[config.mk]
export PLATFORM = sky130hd
export DESIGN_NAME = can_bit_destuffer
export DESIGN_NICKNAME = d
export VERILOG_FILES = /design/src/rtl/can_bit_destuffer.sv
export SDC_FILE = /design/constraint.sdc
export NUM_CORES = 1
export LEC_CHECK = 0
export ABC_AREA = 0
export BUFFER_PORTS_ARGS = -buffer_cell sky130_fd_sc_hd__buf_2
export CAP_MARGIN = 25
export CORE_MARGIN = 2
export CORE_UTILIZATION = 48
export CTS_CLUSTER_DIAMETER = 50
export CTS_CLUSTER_SIZE = 8
export DETAILED_ROUTE_END_ITERATION = 8
export PLACE_DENSITY_LB_ADDON = 0.15
export SLEW_MARGIN = 30
export SYNTH_ARGS = -nofsm -noshare
export SYNTH_HDL_FRONTEND = slang
export SYNTH_SLANG_ARGS = --single-unit
[constraint.sdc]
create_clock -name clk -period 3.5 [get_ports clk]
set_input_delay 0.525 -clock clk [delete_from_list [all_inputs] [get_ports clk]]
set_output_delay 0.525 -clock clk [all_outputs]
set_load 0.005 [all_outputs]
[src/rtl/can_bit_destuffer.sv]
`default_nettype none
// ============================================================================
// Module   : can_bit_destuffer
// Brief    : CAN receive-path bit de-stuffer (dynamic and fixed/FD-CRC modes)
// Revision : 1.0 - initial release
// ============================================================================
module can_bit_destuffer #(
    parameter int RUN_LEN   = 5,
    parameter int FIXED_LEN = 4,
    parameter int CNT_W     = 3
) (
    input  logic             clk,
    input  logic             rst,
    input  logic             i_bit_in,
    input  logic             i_bit_valid,
    input  logic             i_frame_start,
    input  logic             i_stuff_en,
    input  logic             i_fixed_mode,
    output logic             o_bit_out,
    output logic             o_bit_out_valid,
    output logic             o_stuff_drop,
    output logic             o_error_stuff,
    output logic [CNT_W-1:0] o_stuff_count
);

    localparam logic [3:0] c_RUN_LEN   = 4'(RUN_LEN);
    localparam logic [3:0] c_FIXED_LEN = 4'(FIXED_LEN);

    // ST_FIRST: init=0, ST_DATA: init=1/skip=0, ST_SKIP: skip=1
    typedef enum logic [1:0] {
        ST_FIRST = 2'd0,
        ST_DATA  = 2'd1,
        ST_SKIP  = 2'd2
    } state_t;

    state_t           r_state;
    state_t           w_state_cur;
    state_t           w_state_nxt;
    logic             r_last_bit;
    logic [3:0]       r_run;
    logic [3:0]       w_run_cur;
    logic [3:0]       w_run_inc;
    logic [3:0]       w_run_nxt;
    logic [3:0]       r_fcnt;
    logic [3:0]       w_fcnt_cur;
    logic [3:0]       w_fcnt_nxt;
    logic             r_fixed_d;
    logic             w_fixed_d_cur;
    logic             w_fixed_d_nxt;
    logic [CNT_W-1:0] r_stuff_count;
    logic [CNT_W-1:0] w_cnt_cur;
    logic [CNT_W-1:0] w_cnt_nxt;
    logic             r_bit_out;
    logic             w_bit_out_nxt;
    logic             r_bit_out_valid;
    logic             r_stuff_drop;
    logic             r_error_stuff;
    logic             w_fwd;
    logic             w_drop;
    logic             w_err;

    // frame_start clears per-frame state before the same-cycle bit is processed
    always_comb begin
        w_state_cur   = i_frame_start ? ST_FIRST : r_state;
        w_run_cur     = i_frame_start ? 4'd0     : r_run;
        w_fcnt_cur    = i_frame_start ? 4'd0     : r_fcnt;
        w_fixed_d_cur = i_frame_start ? 1'b0     : r_fixed_d;
        w_cnt_cur     = i_frame_start ? '0       : r_stuff_count;
        w_run_inc     = (i_bit_in == r_last_bit) ? (w_run_cur + 4'd1) : 4'd1;
    end

    always_comb begin
        w_state_nxt   = w_state_cur;
        w_run_nxt     = w_run_cur;
        w_fcnt_nxt    = w_fcnt_cur;
        w_fixed_d_nxt = w_fixed_d_cur;
        w_cnt_nxt     = w_cnt_cur;
        w_fwd         = 1'b0;
        w_drop        = 1'b0;
        w_err         = 1'b0;

        if (i_bit_valid) begin
            w_fixed_d_nxt = i_stuff_en & i_fixed_mode;

            if (!i_stuff_en) begin
                w_fwd       = 1'b1;
                w_run_nxt   = 4'd1;
                w_state_nxt = ST_DATA;
                w_fcnt_nxt  = 4'd0;
            end else if (i_fixed_mode) begin
                w_run_nxt = 4'd0;
                if (w_state_cur == ST_SKIP) begin
                    w_state_nxt = ST_DATA;
                end
                // Entry into fixed mode always starts with a stuff bit
                if (!w_fixed_d_cur || (w_fcnt_cur == c_FIXED_LEN)) begin
                    w_fcnt_nxt = 4'd0;
                    if (i_bit_in != r_last_bit) begin
                        w_drop = 1'b1;
                    end else begin
                        w_err = 1'b1;
                    end
                end else begin
                    w_fwd      = 1'b1;
                    w_fcnt_nxt = w_fcnt_cur + 4'd1;
                end
            end else begin
                w_fcnt_nxt = 4'd0;
                case (w_state_cur)
                    ST_SKIP: begin
                        if (i_bit_in != r_last_bit) begin
                            w_drop      = 1'b1;
                            w_cnt_nxt   = w_cnt_cur + CNT_W'(1);
                            w_run_nxt   = 4'd1;
                            w_state_nxt = ST_DATA;
                        end else begin
                            w_err       = 1'b1;
                            w_run_nxt   = 4'd0;
                            w_state_nxt = ST_FIRST;
                        end
                    end
                    ST_DATA: begin
                        w_fwd       = 1'b1;
                        w_run_nxt   = w_run_inc;
                        w_state_nxt = (w_run_inc == c_RUN_LEN) ? ST_SKIP : ST_DATA;
                    end
                    default: begin
                        w_fwd       = 1'b1;
                        w_run_nxt   = 4'd1;
                        w_state_nxt = ST_DATA;
                    end
                endcase
            end
        end

        w_bit_out_nxt = w_fwd ? i_bit_in : r_bit_out;
    end

    always_ff @(posedge clk or posedge rst) begin
        if (rst) begin
            r_state         <= ST_FIRST;
            r_last_bit      <= 1'b1;
            r_run           <= 4'd0;
            r_fcnt          <= 4'd0;
            r_fixed_d       <= 1'b0;
            r_stuff_count   <= '0;
            r_bit_out       <= 1'b0;
            r_bit_out_valid <= 1'b0;
            r_stuff_drop    <= 1'b0;
            r_error_stuff   <= 1'b0;
        end else begin
            if (i_bit_valid) begin
                r_last_bit <= i_bit_in;
            end
            r_state         <= w_state_nxt;
            r_run           <= w_run_nxt;
            r_fcnt          <= w_fcnt_nxt;
            r_fixed_d       <= w_fixed_d_nxt;
            r_stuff_count   <= w_cnt_nxt;
            r_bit_out       <= w_bit_out_nxt;
            r_bit_out_valid <= w_fwd;
            r_stuff_drop    <= w_drop;
            r_error_stuff   <= w_err;
        end
    end

    assign o_bit_out       = r_bit_out;
    assign o_bit_out_valid = r_bit_out_valid;
    assign o_stuff_drop    = r_stuff_drop;
    assign o_error_stuff   = r_error_stuff;
    assign o_stuff_count   = r_stuff_count;

endmodule
`default_nettype wire

==> results.txt <==
The number of H-tree levels is 1. The final number of max-transition violations came to 0. At the end of routability-driven placement, the weighted congestion stood at 0.7654.

The count of standard-cell rows is 17. The number of antenna cells inserted came out at 0. The global-route total usage across every layer came out at 20.38%. Walking the worst path, the cells encountered are buf_2 -> nand2b_1 -> ha_1 -> nand3b_1 -> nor3_1 -> a21oi_1 -> o21ai_0. The fraction of the yosys area taken by sequential cells is 43.00%. The largest driver fanout on the critical path came out at 18.

For this design the total switching power over the nets is 107.8 µW. In the finished design, the share of the clock period the worst path needs comes to 53.38%. The run finished with clean final reports. Counting the fill cells in the layout gives a little under 200. The total negative slack came out at 0 ns.

Counting flops with a built-in enable in the synthesized netlist gives 0. The total clock sinks came out at 19. The post-CTS resize count is 0. The area of the mapped netlist is between 1000 and 1500 µm². The number of global-route vias before repair came out at roughly 930. The root buffer cell chosen for the clock tree is sky130_fd_sc_hd__clkbuf_4. The worst-case vdd ir drop came out at 0.0002335 V. The area added between synthesis and finish is 10.84%.

The global-route wire length before repair came out at between 4000 and 5000 µm. The overall power of the completed layout is 397.5 µW. The flip-flop and latch count after synthesis is 19. For this run, asynchronously set or reset flops after synthesis account for between 90% and 100%. At the worst endpoint, the arrival time is 2.10 ns. The count of nets after finishing is 146. The relative slew slack came out at 52.48%. The most common flop cell mapped by yosys is sky130_fd_sc_hd__dfrtp_1. The combinational power share came out at 13.0%. The total of max-cap violations is 0. From bottom edge to top edge, the die measures 52.06 µm. The clock buffer count from CTS is 3. The setup-violating endpoint count in the final report is 0.

In this run the tool buffered the top-level ports with 13 buffer cells. The number of iterations in the first detailed-routing pass came out at 4. The required time reported for the critical path endpoint is 3.73 ns. The analysis attributes to cell leakage a power of about 0.59 nW.

In the layout the commonest cells are sky130_fd_sc_hd__dfrtp_1 (18), sky130_fd_sc_hd__buf_2 (13), sky130_fd_sc_hd__nand2_1 (11). The power share of the clock group is 28.5%. After detailed routing, the number of remaining DRC violations is 0.

The share of post-route cells with drive strength above 1 came out at 18.46%. In this run, the number of DRC markers left after iteration 0 of detailed routing was 33. In this run the power density over the cells is 323.5 nW/µm². Once detailed placement completed, the half-perimeter wirelength came to 1622 µm. The die footprint is 2710 µm². Dividing the detail-routed wire length by the instance count gives 13.63 µm. Setup repair after global routing left no endpoint under its margin. The post-detailed-route via-to-cell ratio came out at 5.557.

In this run the deepest clock path goes through 2 buffers. In this run the count of I/O pins placed on the die edge is 14. The insertion delay of the later-clocked pin in the worst-skew pair came out at 0.30 ns.

The overall via count from detail_route is 878. The transition time at the pin with the least slew margin came out at about 0.71 ns. Among all stages on the critical path, the largest delay is contributed by sky130_fd_sc_hd__nor3_1. Leaving out fill and tap cells, the most frequent cell in the layout is sky130_fd_sc_hd__dfrtp_1. The total internal power came out at 289.8 µW. The time the worst path needs with I/O delays and setup came out at approximately 1.9 ns. Synthesis produced 115 cells. The chip width came out at about 52 µm. The worst register-to-register path ends at r_state[1]. The highest clock frequency the design can meet came out at 535.2 MHz. STA classifies the critical path endpoint as a register. The net switching share of the total power came out at 27.11%. The final hold violation count is 0. When the netlist entered floorplanning its net count stood at 130. Clock skew on the completed layout was measured at 0.006187 ns. Clock-pin slew was measured on the worst setup and hold paths at 0.11 ns. The power share of the sequential group is 58.5%.

The worst setup path is of the in -> reg kind. The total detailed-routing wirelength is ~2200 µm. Yosys mapped the design onto 38 distinct sky130hd cell types. Buffers added to address setup during post-CTS repair amount to 0. The worst register-to-register path has a depth of 5. The remaining global-route overflow is 0. Averaged over all synthesized cells, the footprint is 9.640 µm².

Across all register-to-register paths, the minimum setup slack is 1.65 ns. STA classifies the critical path startpoint as an input pin. The hold buffer count at cts came out at 0. TritonCTS built the clock tree. The worst hold-check path type is in -> async. The largest single stage delay on the critical path is 0.42 ns.

The startpoint identified for the worst register-to-register timing path is r_run[0]. The count of nets left with antenna violations once routing finished came out at 0. Yosys printed 0 warnings.

The core outline area came out at about 2200 µm². The maximum number of pins on one net before global-route repair came out at 20. The number of antenna violations at the first check in global routing is 0.

For this configuration, the core starts out at a cell density of between 50% and 60%.
## cell usage after synthesis, types with 3 or more instances
| library cell | number | share of area, % |
|---|---|---|
| sky130_fd_sc_hd__dfrtp_1 | 18 | 41 |
| sky130_fd_sc_hd__ha_1 | 8 | 9.0 |
| sky130_fd_sc_hd__inv_1 | 8 | 2.7 |
| sky130_fd_sc_hd__mux2_2 | 3 | 3.0 |
| sky130_fd_sc_hd__nand2_1 | 11 | 3.7 |
| sky130_fd_sc_hd__nand2b_1 | 4 | 2.3 |
| sky130_fd_sc_hd__nand3_1 | 4 | 1.8 |
| sky130_fd_sc_hd__nor2_1 | 10 | 3.4 |
| sky130_fd_sc_hd__nor2b_1 | 8 | 4.5 |
| sky130_fd_sc_hd__o21ai_0 | 6 | 2.7 |
| sky130_fd_sc_hd__xnor2_1 | 3 | 2.4 |
## metrics by stage
step / instances / utilization, % / area [µm²] / worst slack (ns) / hold slack, ns
2_1_floorplan: 115 / - / 1109 / 1.551 / 0.4754
4_1_cts: 158 / 56.08 / 1229 / 1.651 / 0.3400
6_report: 158 / 56.08 / 1229 / 1.632 / 0.3110
5_1_grt: 158 / 56.08 / 1229 / 1.429 / 0.3832
3_5_place_dp: 154 / 54.83 / 1201 / 1.334 / 0.5049
3_3_place_gp: 154 / 54.83 / 1201 / 1.361 / 0.4856
## registers in the layout, summed over array words and instances, names as in the netlist
name / cells
r_state: 2
o_error_stuff: 1
o_stuff_count: 3
r_last_bit: 1
o_bit_out: 1
o_stuff_drop: 1
r_run: 4
o_bit_out_valid: 1
r_fixed_d: 1
r_fcnt: 4
## critical path, delay by kind of cell
| family | cells | cell delay [ns] |
|---|---|---|
| simple gates | 3 | 0.77 |
| fa+ha+maj | 1 | 0.33 |
| compound gates | 2 | 0.28 |
| buf+inv | 1 | 0.20 |
## how the worst max path moves through the flow
stage,cells past startpoint,from,end,slack [ns]
6_report,7,i_frame_start,r_run[2],1.63
3_5_place_dp,7,i_frame_start,r_run[2],1.33
3_3_place_gp,6,i_frame_start,r_state[1],1.36
4_1_cts,7,i_frame_start,r_run[2],1.65
2_1_floorplan,6,i_frame_start,r_state[0],1.55
5_1_grt,7,i_frame_start,r_run[2],1.43
## kinds of logic (layout without fill, tap and decap cells)
group / after synthesis / in the layout / synth area share (%)
buffers and inverters: 11 / 26 / 3.725
AO/OA/AOI/OAI: 22 / 22 / 14.79
adder cells (fa/ha/maj): 8 / 8 / 9.030
XOR/XNOR: 4 / 4 / 3.161
flip-flops: 19 / 19 / 43.00
multiplexers: 4 / 4 / 3.950
AND/OR/NAND/NOR: 47 / 47 / 22.35
## layer usage
| layer | vias up | global-route usage, % | routed length [µm] |
|---|---|---|---|
| met2 | 18 | 35.02 | 1078 |
| li1 | 433 | - | - |
| met3 | 4 | 3.448 | 81 |
| met1 | 423 | 25.23 | 972 |
| met4 | 0 | 7.895 | 22 |
| met5 | - | 0 | 0 |
## power groups by stage
stage	Clock [mW]	Sequential, mW	Combinational, mW
final	0.113	0.232	0.0518
after global routing	0.126	0.233	0.0594
after CTS	0.117	0.232	0.0522
after detailed placement	0	0.237	0.0520
after global placement	0	0.236	0.0504
after floorplan	0	0.236	0.0334
## cell type report
| cell class | count | area [µm²] | share of cell area, % |
|---|---|---|---|
| clock buffers | 3 | 22.52 | 1.833 |
| clock inverters | 1 | 5.005 | 0.4073 |
| inverters | 9 | 33.78 | 2.749 |
| multi-input cells | 85 | 590.6 | 48.07 |
| flip-flops and latches | 19 | 476.7 | 38.80 |
| well taps | 28 | 35.03 | 2.851 |
| repair buffers | 13 | 65.06 | 5.295 |
No activity file was read; power rests on OpenSTA's default activity.
